**src/rtl/uart_transmitter_pkg.sv**
```systemverilog
// Shared definitions for the UART transmitter: FSM states, tick counter sizing
// and the parity helper used when a byte is accepted.
package uart_transmitter_pkg;

    typedef enum logic [2:0] {
        ST_IDLE   = 3'd0,
        ST_START  = 3'd1,
        ST_DATA   = 3'd2,
        ST_PARITY = 3'd3,
        ST_STOP   = 3'd4
    } tx_state_t;

    localparam int TICK_W        = 14;
    localparam int MAX_DATA_BITS = 8;

    // One bit period is BAUD_RATE_NUMBER+1 clock cycles.
    localparam logic [TICK_W-1:0] DEFAULT_BAUD_RATE_NUMBER = 14'd20;

    // Even parity: the bit that makes the total number of ones even.
    function automatic logic even_parity(input logic [MAX_DATA_BITS-1:0] data);
        return ^data;
    endfunction

endpackage

```
**src/rtl/uart_transmitter_if.sv**
```systemverilog
// Host-side byte handshake plus the serial line and status flags of the transmitter.
interface uart_transmitter_if #(
    parameter int DATA_BITS = 8
);
    logic [DATA_BITS-1:0] tx_data;
    logic                 tx_valid;
    logic                 tx_ready;
    logic                 tx;
    logic                 tx_busy;
    logic                 tx_done;

    modport master (
        output tx_data, tx_valid,
        input  tx_ready, tx, tx_busy, tx_done
    );

    modport slave (
        input  tx_data, tx_valid,
        output tx_ready, tx, tx_busy, tx_done
    );
endinterface

```
**src/rtl/uart_transmitter_baud_tick.sv**
```systemverilog
// Bit-period tick generator: reload to RELOAD, count down to zero, reload again.
// The counter only moves while count_en is high, so it rests between frames.
module uart_transmitter_baud_tick
    import uart_transmitter_pkg::*;
#(
    parameter logic [TICK_W-1:0] RELOAD = DEFAULT_BAUD_RATE_NUMBER
) (
    input  logic              clk,
    input  logic              rst,
    input  logic              load,
    input  logic              count_en,
    output logic              tick,
    output logic [TICK_W-1:0] count
);

    logic [TICK_W-1:0] count_reg;
    logic [TICK_W-1:0] count_next;

    always_comb begin
        count_next = count_reg;
        if (load) begin
            count_next = RELOAD;
        end else if (count_en) begin
            count_next = (count_reg == '0) ? RELOAD : count_reg - 1'b1;
        end
    end

    always_ff @(posedge clk or posedge rst) begin
        if (rst) begin
            count_reg <= '0;
        end else begin
            count_reg <= count_next;
        end
    end

    assign tick  = (count_reg == '0);
    assign count = count_reg;

endmodule

```
**src/rtl/uart_transmitter.sv**
```systemverilog
// UART transmitter: one byte per valid/ready handshake, sent as start, LSB-first
// data, optional even parity and one stop bit. All outputs except tx_ready are registered.
module uart_transmitter
    import uart_transmitter_pkg::*;
#(
    parameter logic [TICK_W-1:0] BAUD_RATE_NUMBER = DEFAULT_BAUD_RATE_NUMBER,
    parameter int                DATA_BITS        = 8,
    parameter bit                PARITY_EN        = 1'b0
) (
    input  logic              clk,
    input  logic              rst,
    uart_transmitter_if.slave bus
);

    localparam logic [2:0] LAST_BIT = 3'(DATA_BITS - 1);

    tx_state_t            state_reg, state_next;
    logic [DATA_BITS-1:0] shift_reg, shift_next;
    logic [2:0]           bit_idx_reg, bit_idx_next;
    logic                 parity_reg, parity_next;
    logic                 tx_reg, tx_next;
    logic                 busy_reg, busy_next;
    logic                 done_reg, done_next;

    logic                 handshake;
    logic                 tick;
    logic [TICK_W-1:0]    tick_count;

    assign handshake = bus.tx_valid && (state_reg == ST_IDLE);

    uart_transmitter_baud_tick #(
        .RELOAD(BAUD_RATE_NUMBER)
    ) u_baud_tick (
        .clk     (clk),
        .rst     (rst),
        .load    (handshake),
        .count_en(busy_reg),
        .tick    (tick),
        .count   (tick_count)
    );

    always_ff @(posedge clk or posedge rst) begin
        if (rst) begin
            state_reg <= ST_IDLE;
        end else begin
            state_reg <= state_next;
        end
    end

    always_comb begin
        state_next = state_reg;
        case (state_reg)
            ST_IDLE:   if (handshake) state_next = ST_START;
            ST_START:  if (tick)      state_next = ST_DATA;
            ST_DATA:   if (tick && (bit_idx_reg == LAST_BIT)) begin
                           state_next = PARITY_EN ? ST_PARITY : ST_STOP;
                       end
            ST_PARITY: if (tick)      state_next = ST_STOP;
            ST_STOP:   if (tick)      state_next = ST_IDLE;
            default:                  state_next = ST_IDLE;
        endcase
    end

    // Byte, parity and bit index are captured only at the handshake, so later
    // changes on tx_data cannot disturb a frame already in flight.
    always_comb begin
        shift_next   = shift_reg;
        bit_idx_next = bit_idx_reg;
        parity_next  = parity_reg;
        if (handshake) begin
            shift_next   = bus.tx_data;
            parity_next  = even_parity(MAX_DATA_BITS'(bus.tx_data));
            bit_idx_next = '0;
        end else if ((state_reg == ST_DATA) && tick) begin
            shift_next   = shift_reg >> 1;
            bit_idx_next = (bit_idx_reg == LAST_BIT) ? 3'd0 : bit_idx_reg + 3'd1;
        end
    end

    // Outputs are decoded from the next state so the registered line changes on
    // the same edge as the state, one cycle after the handshake edge.
    always_comb begin
        tx_next = 1'b1;
        case (state_next)
            ST_START:  tx_next = 1'b0;
            ST_DATA:   tx_next = shift_next[0];
            ST_PARITY: tx_next = parity_next;
            default:   tx_next = 1'b1;
        endcase
        busy_next = (state_next != ST_IDLE);
        // Done marks the stop-bit cycle in which the tick counter reads zero.
        if (state_reg == ST_STOP) begin
            done_next = (tick_count == TICK_W'(1));
        end else begin
            done_next = (state_next == ST_STOP) && (BAUD_RATE_NUMBER == '0);
        end
    end

    always_ff @(posedge clk or posedge rst) begin
        if (rst) begin
            shift_reg   <= '0;
            bit_idx_reg <= '0;
            parity_reg  <= 1'b0;
            tx_reg      <= 1'b1;
            busy_reg    <= 1'b0;
            done_reg    <= 1'b0;
        end else begin
            shift_reg   <= shift_next;
            bit_idx_reg <= bit_idx_next;
            parity_reg  <= parity_next;
            tx_reg      <= tx_next;
            busy_reg    <= busy_next;
            done_reg    <= done_next;
        end
    end

    assign bus.tx_ready = (state_reg == ST_IDLE);
    assign bus.tx       = tx_reg;
    assign bus.tx_busy  = busy_reg;
    assign bus.tx_done  = done_reg;

endmodule
```
**src/flat_wrapper.sv**
```systemverilog
// flat-port wrapper written by rule: the top's interface ports become plain ports
module uart_transmitter_flat import uart_transmitter_pkg::*;
#(
    parameter logic [TICK_W-1:0] BAUD_RATE_NUMBER = DEFAULT_BAUD_RATE_NUMBER,
    parameter int                DATA_BITS        = 8,
    parameter bit                PARITY_EN        = 1'b0
)
  (clk, rst, bus_tx_data, bus_tx_valid, bus_tx_ready, bus_tx, bus_tx_busy, bus_tx_done);
  uart_transmitter_if #(.DATA_BITS(DATA_BITS)) bus_i ();
  input  logic clk;
  input  logic rst;
  input wire logic [$bits(bus_i.tx_data)-1:0] bus_tx_data;
  input wire logic [$bits(bus_i.tx_valid)-1:0] bus_tx_valid;
  output wire logic [$bits(bus_i.tx_ready)-1:0] bus_tx_ready;
  output wire logic [$bits(bus_i.tx)-1:0] bus_tx;
  output wire logic [$bits(bus_i.tx_busy)-1:0] bus_tx_busy;
  output wire logic [$bits(bus_i.tx_done)-1:0] bus_tx_done;
  assign bus_i.tx_data = bus_tx_data;
  assign bus_i.tx_valid = bus_tx_valid;
  assign bus_tx_ready = bus_i.tx_ready;
  assign bus_tx = bus_i.tx;
  assign bus_tx_busy = bus_i.tx_busy;
  assign bus_tx_done = bus_i.tx_done;
  uart_transmitter #(.BAUD_RATE_NUMBER(BAUD_RATE_NUMBER), .DATA_BITS(DATA_BITS), .PARITY_EN(PARITY_EN)) u_core (.clk(clk), .rst(rst), .bus(bus_i));
endmodule
```
**config.mk**
```make
export PLATFORM = sky130hd
export DESIGN_NAME = uart_transmitter_flat
export DESIGN_NICKNAME = d
export VERILOG_FILES = /design/src/rtl/uart_transmitter_pkg.sv /design/src/rtl/uart_transmitter_if.sv /design/src/rtl/uart_transmitter_baud_tick.sv /design/src/rtl/uart_transmitter.sv /design/src/flat_wrapper.sv
export SDC_FILE = /design/constraint.sdc
export NUM_CORES = 1
export LEC_CHECK = 0
export CAP_MARGIN = 20
export CORE_MARGIN = 3
export CORE_UTILIZATION = 55
export CTS_CLUSTER_DIAMETER = 200
export DETAILED_ROUTE_END_ITERATION = 8
export PLACE_DENSITY_LB_ADDON = 0.15
export SYNTH_ARGS = -nofsm -noshare
export SYNTH_HDL_FRONTEND = slang
export SYNTH_SLANG_ARGS = --single-unit
```
**constraint.sdc**
```tcl
create_clock -name clk -period 4.52 [get_ports clk]
set_clock_uncertainty 0.1 [all_clocks]
set_input_delay 0.904 -clock clk [delete_from_list [all_inputs] [get_ports clk]]
set_output_delay 0.904 -clock clk [all_outputs]
set_load 0.005 [all_outputs]
```
==> run metrics, run 1 <==
Core ar.=0.00285 sq mm; Critical Path End Type=register; Hold Startpoint=u_core.shift_reg[4]; drt initial violations=41; unrepaired setup endpoints after global routing=no; routed vias=1304; register-to-register setup slack=1900 ps; Placer Congestion=0.800; cells after synthesis=168; Antenna Violating Nets Remaining=0; postcts setup bufs=0; first-pass GRT wire length=5.70 mm; critical path peak fanout=18; drt total wl=3.40 mm; Reg area=802 sq um; post-detail-place hpwl=2.44 mm; #FFs+latches synth=32; Lkg Pwr=0.848 nW; peak supply drop=0.288 mV; Layout Nets=200; Core Rows=19; CTS tree=done; synth unique cells=38; type of origin of the critical path=input pin; die height=61.5 um; area of the multi-input gates=840 sq um; Congestion Overflow GR=0; Max Slew Vio Count=0; n_diodes=0; Vias/cell=6.01; met3 wire length=175 um; Critical R2R Capture=u_core.shift_reg[6]; worst hold stages=1; Ports=15; H-tree lvl count=2; Slowest-stage cell, CP=nor4b_4; met1 wire length=1.62 mm; Mapped Avg Cell Area=10.1 sq um; Remaining DRCs=0; highest metal layer with signal wires=met4; Root Buffer=clkbuf_4; Post-Layout Inst Area=0.00196 sq mm; CP max stage delay=750 ps; Fin. Hold Viols=0; cts-stage hold buffer count=0; Max Buffers Root-to-Sink=2; Clock Sinks=32; Fmax=0.358 GHz; WP data required=4630 ps; share of cells above drive strength 1=10.2%; met2 wire len=1.56 mm; Area Growth Syn to Fin=15.8%; CP Class=in -> reg; hold crit path type=reg -> reg; RR Startpoint=u_core.u_baud_tick.count[0]; pwr dens=605 mW/mm^2; Syn Std Cell Area=0.00169 sq mm; number of global-route vias before repair=1252; Worst slew margin=39.3%; register area share after synthesis=47.4%; shortest period the worst path allows=2790 ps; fillers=221; Total GRT Usage=20.9%; actual slew at the worst max-slew pin=906 ps; crit path cell chain=clkdlybuf4s50_1 -> nor4b_4 -> o211ai_2 -> nor4_2 -> xnor2_1 -> nor2_1; crit path DAT=2900 ps; largest net degree at the start of global routing=31; max reg flops=14; max-cap violations=0; initial antenna violation count=0; I/O Buffers=14; Tcrit/Tclk final=61.8%; cts repair resizes=0; DP Area=0.00185 sq mm; FF-to-FF path depth=7; die area=0.00378 sq mm; post-synth net total=183; First-pass DRT Iterations=7; Final setup viols=0; run status=complete, no violations; initial core utilization=59.3%; per-cell routed wire length=15.7 um; Die W=61.5 um; hold endpoint=u_core.shift_reg[3]; clock latency on the worst-skew pair=350 ps; Synth warnings=0; Clk pin slew, worst setup/hold paths=120 ps; final setup TNS=0 ps; TritonCTS Buffers=5
critical path: cells and delay by family:
family | cells | cell delay, ps
AND/OR/NAND/NOR | 3 | 1110
XOR/XNOR | 1 | 150
AO/OA/AOI/OAI | 1 | 250
buffers and inverters | 1 | 480
stage by stage:
stage	power [W]	hold WS, ps	utilization [%]	setup WS (ps)	instances
after floorplan	0.000834	358	-	2420	168
after detailed placement	0.000965	408	64.9	1380	208
final	0.00118	422	68.6	1730	217
after global routing	0.00128	446	68.6	1540	217
after CTS	0.00118	431	67.7	1740	216
after global placement	0.000934	396	64.9	1450	208
area by class of cell:
type / count / share of cell area, %
Sequential cell: 32 / 41.0
Tap cell: 31 / 1.98
Clock inverter: 3 / 2.17
Clock buffer: 5 / 1.92
Timing Repair Buffer: 16 / 8.95
Multi-Input combinational cell: 124 / 42.9
Inverter: 6 / 1.15
Yosys cell counts:
master	number	area share, %
o2111ai_1	1	0.52
nand3_1	4	1.2
and4_1	2	1.0
dfstp_2	1	1.6
nor2_1	19	4.2
and3_1	1	0.37
o2bb2ai_1	1	0.52
nand4b_1	1	0.52
nand3b_1	3	1.3
dfrtp_1	31	46
mux2i_1	3	1.8
or3_1	4	1.5
nor4_2	2	1.5
nor3b_2	1	0.74
a22o_1	1	0.52
nor4_4	1	1.3
buf_2	4	1.2
a21o_1	1	0.44
or4_1	2	0.89
a221o_1	5	3.0
a21oi_1	5	1.5
xnor2_1	11	5.7
a32oi_1	1	0.52
o21ai_0	9	2.7
nor3_1	9	2.7
o211ai_1	3	1.3
nor4b_4	1	1.4
xor2_1	3	1.6
o211ai_2	1	0.74
nand4_2	1	0.74
ha_1	4	3.0
nand2b_1	1	0.37
nand2_1	14	3.1
inv_1	6	1.3
nor2_2	1	0.37
and2_1	6	2.2
o21ai_1	2	0.59
clkbuf_1	2	0.44
cells in the final DEF (no fill, tap or decap), drive strengths merged, types with 2 or more instances in the layout:
cell            n
nand3           4
nor3            9
dfrtp          31
clkbuf          5
buf             2
mux2i           3
and2            6
or4             2
o211ai          4
nand3b          3
and4            2
xnor2          11
clkdlybuf4s50  14
ha              4
xor2            3
inv             6
nor4            3
o21ai          11
a21oi           5
nor2           20
nand2          14
or3             4
a221o           5
per-layer routing:
metal | GRT usage (%) | up-vias
li1 | - | 632
met1 | 27.8 | 625
met2 | 32.5 | 42
met3 | 5.66 | 5
met4 | 8.18 | 0
met5 | 0 | -
logic make-up after synthesis:
kind of cell	synth area share [%]
AND/OR/NAND/NOR	25.4
flip-flops	47.4
AO/OA/AOI/OAI	12.3
multiplexers	1.78
buffers and inverters	2.96
XOR/XNOR	7.25
adder cells (fa/ha/maj)	2.96
how the worst max path moves through the flow:
stage | startpoint | to | slack (ps) | cells after the start
after global routing | bus_tx_valid | u_core.u_baud_tick.count[11] | 1540 | 6
final | bus_tx_valid | u_core.u_baud_tick.count[11] | 1730 | 6
after CTS | bus_tx_valid | u_core.u_baud_tick.count[11] | 1740 | 6
after detailed placement | bus_tx_valid | u_core.u_baud_tick.count[11] | 1380 | 6
after global placement | bus_tx_valid | u_core.u_baud_tick.count[11] | 1450 | 6
after floorplan | bus_tx_valid | u_core.u_baud_tick.count[11] | 2420 | 5
power breakdown:
part	internal [W]	switching [W]	total, W	leakage (nW)
logic	0.000204	0.000225	0.000430	0.406
clock network	0.000115	0.000105	0.000220	0.0412
registers	0.000403	0.000132	0.000535	0.401
No activity file was read; power rests on OpenSTA's default activity.
==> run 2, diff against run 1 <==
--- a/config.mk
+++ b/config.mk
@@ -7,7 +7,7 @@
 export LEC_CHECK = 0
 export CAP_MARGIN = 20
 export CORE_MARGIN = 3
-export CORE_UTILIZATION = 55
+export CORE_UTILIZATION = 51
 export CTS_CLUSTER_DIAMETER = 200
 export DETAILED_ROUTE_END_ITERATION = 8
 export PLACE_DENSITY_LB_ADDON = 0.15
==> constraint.sdc (replaced) <==
create_clock -name clk -period 2.3 [get_ports clk]
set_clock_uncertainty 0.1 [all_clocks]
set_input_delay 0.46 -clock clk [delete_from_list [all_inputs] [get_ports clk]]
set_output_delay 0.46 -clock clk [all_outputs]
set_load 0.005 [all_outputs]
==> run 2 against run 1 <==
Net effect: clock-buffer cell count grew 2; global-route usage down 2.4 points; flip-flop and latch count is the same; largest cell class unchanged; core utilization is 5.3 points lower; routed wire length up 0.29%.
==> run metrics, run 2 (same netlist as run 1, synthesis figures left out) <==
crit path cell chain=nor3_1 -> clkdlybuf4s50_1 (was clkdlybuf4s50_1 -> nor4b_4 -> o211ai_2 -> nor4_2 -> xnor2_1 -> nor2_1); Tcrit/Tclk final=92.1%; Core Rows=20 (was 19); Ports=15 (unchanged); Congestion Overflow GR=0 (unchanged); first-pass GRT wire length=5.98 mm (was 5.70 mm); largest net degree at the start of global routing=33 (was 31); Final setup viols=0 (unchanged); die area=0.00404 sq mm (was 0.00378 sq mm); pwr dens=1130 mW/mm^2 (was 605 mW/mm^2); CP Class=reg -> out (was in -> reg); final setup TNS=0 ps (unchanged); First-pass DRT Iterations=4 (was 7); number of global-route vias before repair=1322 (was 1252); unrepaired setup endpoints after global routing=no (unchanged); crit path DAT=1560 ps (was 2900 ps); Lkg Pwr=0.839 nW (was 0.848 nW); Antenna Violating Nets Remaining=0 (unchanged); family with the most delay on the worst path=buffers and inverters (was simple AND/OR/NAND/NOR gates); Placer Congestion=0.848 (was 0.800); Worst slew margin=68.8% (was 39.3%); peak supply drop=0.592 mV (was 0.288 mV); post-detail-place hpwl=2.45 mm (was 2.44 mm); type of origin of the critical path=register (was input pin); die height=63.6 um (was 61.5 um); Die W=63.6 um (was 61.5 um); postcts setup bufs=0 (unchanged); Placed Cells incl. Taps=226 (was 208); I/O Buffers=14 (unchanged); Layout Nets=204 (was 200); drt total wl=3.41 mm (was 3.40 mm); TritonCTS Buffers=5 (unchanged); routed vias=1318 (was 1304); Area Growth Syn to Fin=16.3% (was 15.8%); Max Slew Vio Count=0 (unchanged); share of cells above drive strength 1=11.6% (was 10.2%); max reg flops=14 (unchanged); Core ar.=0.00310 sq mm (was 0.00285 sq mm); drt initial violations=74 (was 41); Post-Layout Cell Count=234 (was 217); Total GRT Usage=18.5% (was 20.9%); initial core utilization=54.5% (was 59.3%); total power=0.00223 W (was 0.00118 W); critical path peak fanout=7 (was 18); per-cell routed wire length=14.6 um (was 15.7 um); Clock Sinks=32 (unchanged); run status=complete, no violations (unchanged); clock latency on the worst-skew pair=330 ps (was 350 ps); H-tree lvl count=2 (unchanged); actual slew at the worst max-slew pin=464 ps (was 906 ps); Root Buffer=clkbuf_4 (unchanged); n_diodes=0 (unchanged); Remaining DRCs=0 (unchanged); Vias/cell=5.63 (was 6.01); max-cap violations=0 (unchanged); initial antenna violation count=0 (unchanged); Critical Path End Type=primary output (was register); crit path buf inv count=1 (unchanged); hold crit path type=in -> async (was reg -> reg); CTS tree=done (unchanged); Fin. Hold Viols=0 (unchanged); WP data required=1740 ps (was 4630 ps); CP max stage delay=520 ps (was 750 ps); shortest period the worst path allows=2120 ps; commonest non-fill, non-tap cells in the layout=31 x dfrtp_1, 19 x nor2_1, 14 x nand2_1, 14 x clkdlybuf4s50_1, 11 x xnor2_1 (unchanged); Clk pin slew, worst setup/hold paths=100 ps (was 120 ps); Hold Slack=401 ps (was 422 ps); Fmax=0.472 GHz; Slowest-stage cell, CP=clkdlybuf4s50_1 (was nor4b_4); commonest non-fill, non-tap cell in the layout=dfrtp_1 (unchanged); Max Buffers Root-to-Sink=2 (unchanged)
-- run 2: cell count changes in the layout (fill, tap and decap cells not counted) --
| cell | before | now |
|---|---|---|
| o21ai_2 | 0 | 1 |
| o21ai_1 | 2 | 1 |
| clkinvlp_4 | 1 | 0 |
| nand4_4 | 0 | 1 |
| nand4_2 | 1 | 0 |
| buf_16 | 1 | 0 |
| clkbuf_1 | 0 | 2 |
| buf_4 | 1 | 6 |
| bufinv_16 | 1 | 0 |
-- run 2: worst paths after layout --
path | startpoint | to | slack [ps] | cells after the start
min in group clk | u_core.shift_reg[1] | u_core.shift_reg[1] | 420 | 1
setup / recovery | u_core.state_reg[0] | bus_tx_ready | 180 | 2
max in group asynchronous | rst | u_core.bus.tx | 1380 | 3
hold / removal | rst | u_core.parity_reg | 400 | 3
setup reg to reg | u_core.u_baud_tick.count[0] | u_core.bus.tx | 190 | 7
hold reg to reg | u_core.shift_reg[1] | u_core.shift_reg[1] | 420 | 1
-- run 2: layout make-up --
| cell class | count | area [sq um] |
|---|---|---|
| clock buffer | 7 | 45.0 |
| clock inverter | 1 | 5.00 |
| fill | 262 | 1140 |
| inverter | 6 | 22.5 |
| multi-input combinational | 124 | 852 |
| sequential | 32 | 802 |
| tap | 44 | 55.1 |
| timing repair buffer | 20 | 185 |
-- run 2: timing repair --
action | 4_1_cts | 5_1_grt
hold buffers | 0 | 0
setup endpoints to repair | 0 | 2
gates resized for setup | 0 | 2
-- run 2: per-layer routing --
metal | global-route usage (%) | vias to the layer above | share of wire (%) | wire length, um
met4 | 6.74 | 0 | 1.3 | 43
li1 | - | 638 | - | -
met5 | 0 | - | 0 | 0
met3 | 4.28 | 6 | 3.6 | 123
met1 | 25.6 | 654 | 49 | 1660
met2 | 28.4 | 20 | 47 | 1590
-- run 2: worst reg2reg max path, stage by stage (launching register included) --
cell and delay (ps):
dfrtp_1 440, inv_1 80, ha_1 150, nor3b_2 340, nand4_4 200, or3_1 430, a32oi_1 230, o2bb2ai_1 80
-- run 2: per-stage QoR --
step                cell area [sq um]  worst slack, ps  utilization (%)
finish                           1970              182             63.4
global route                     1970             6.93             63.4
CTS                              1950              170             63.0
detailed placement               1900             48.7             61.4
global placement                 1900             95.0             61.4
floorplan                        1690              417                -
-- run 2: power breakdown --
| part | switching (W) | total [W] | internal, W |
|---|---|---|---|
| Combinational | 0.000461 | 0.000880 | 0.000419 |
| Sequential | 0.000253 | 0.00105 | 0.000793 |
| Clock | 0.000183 | 0.000302 | 0.000119 |
| Total | 0.000897 | 0.00223 | 0.00133 |
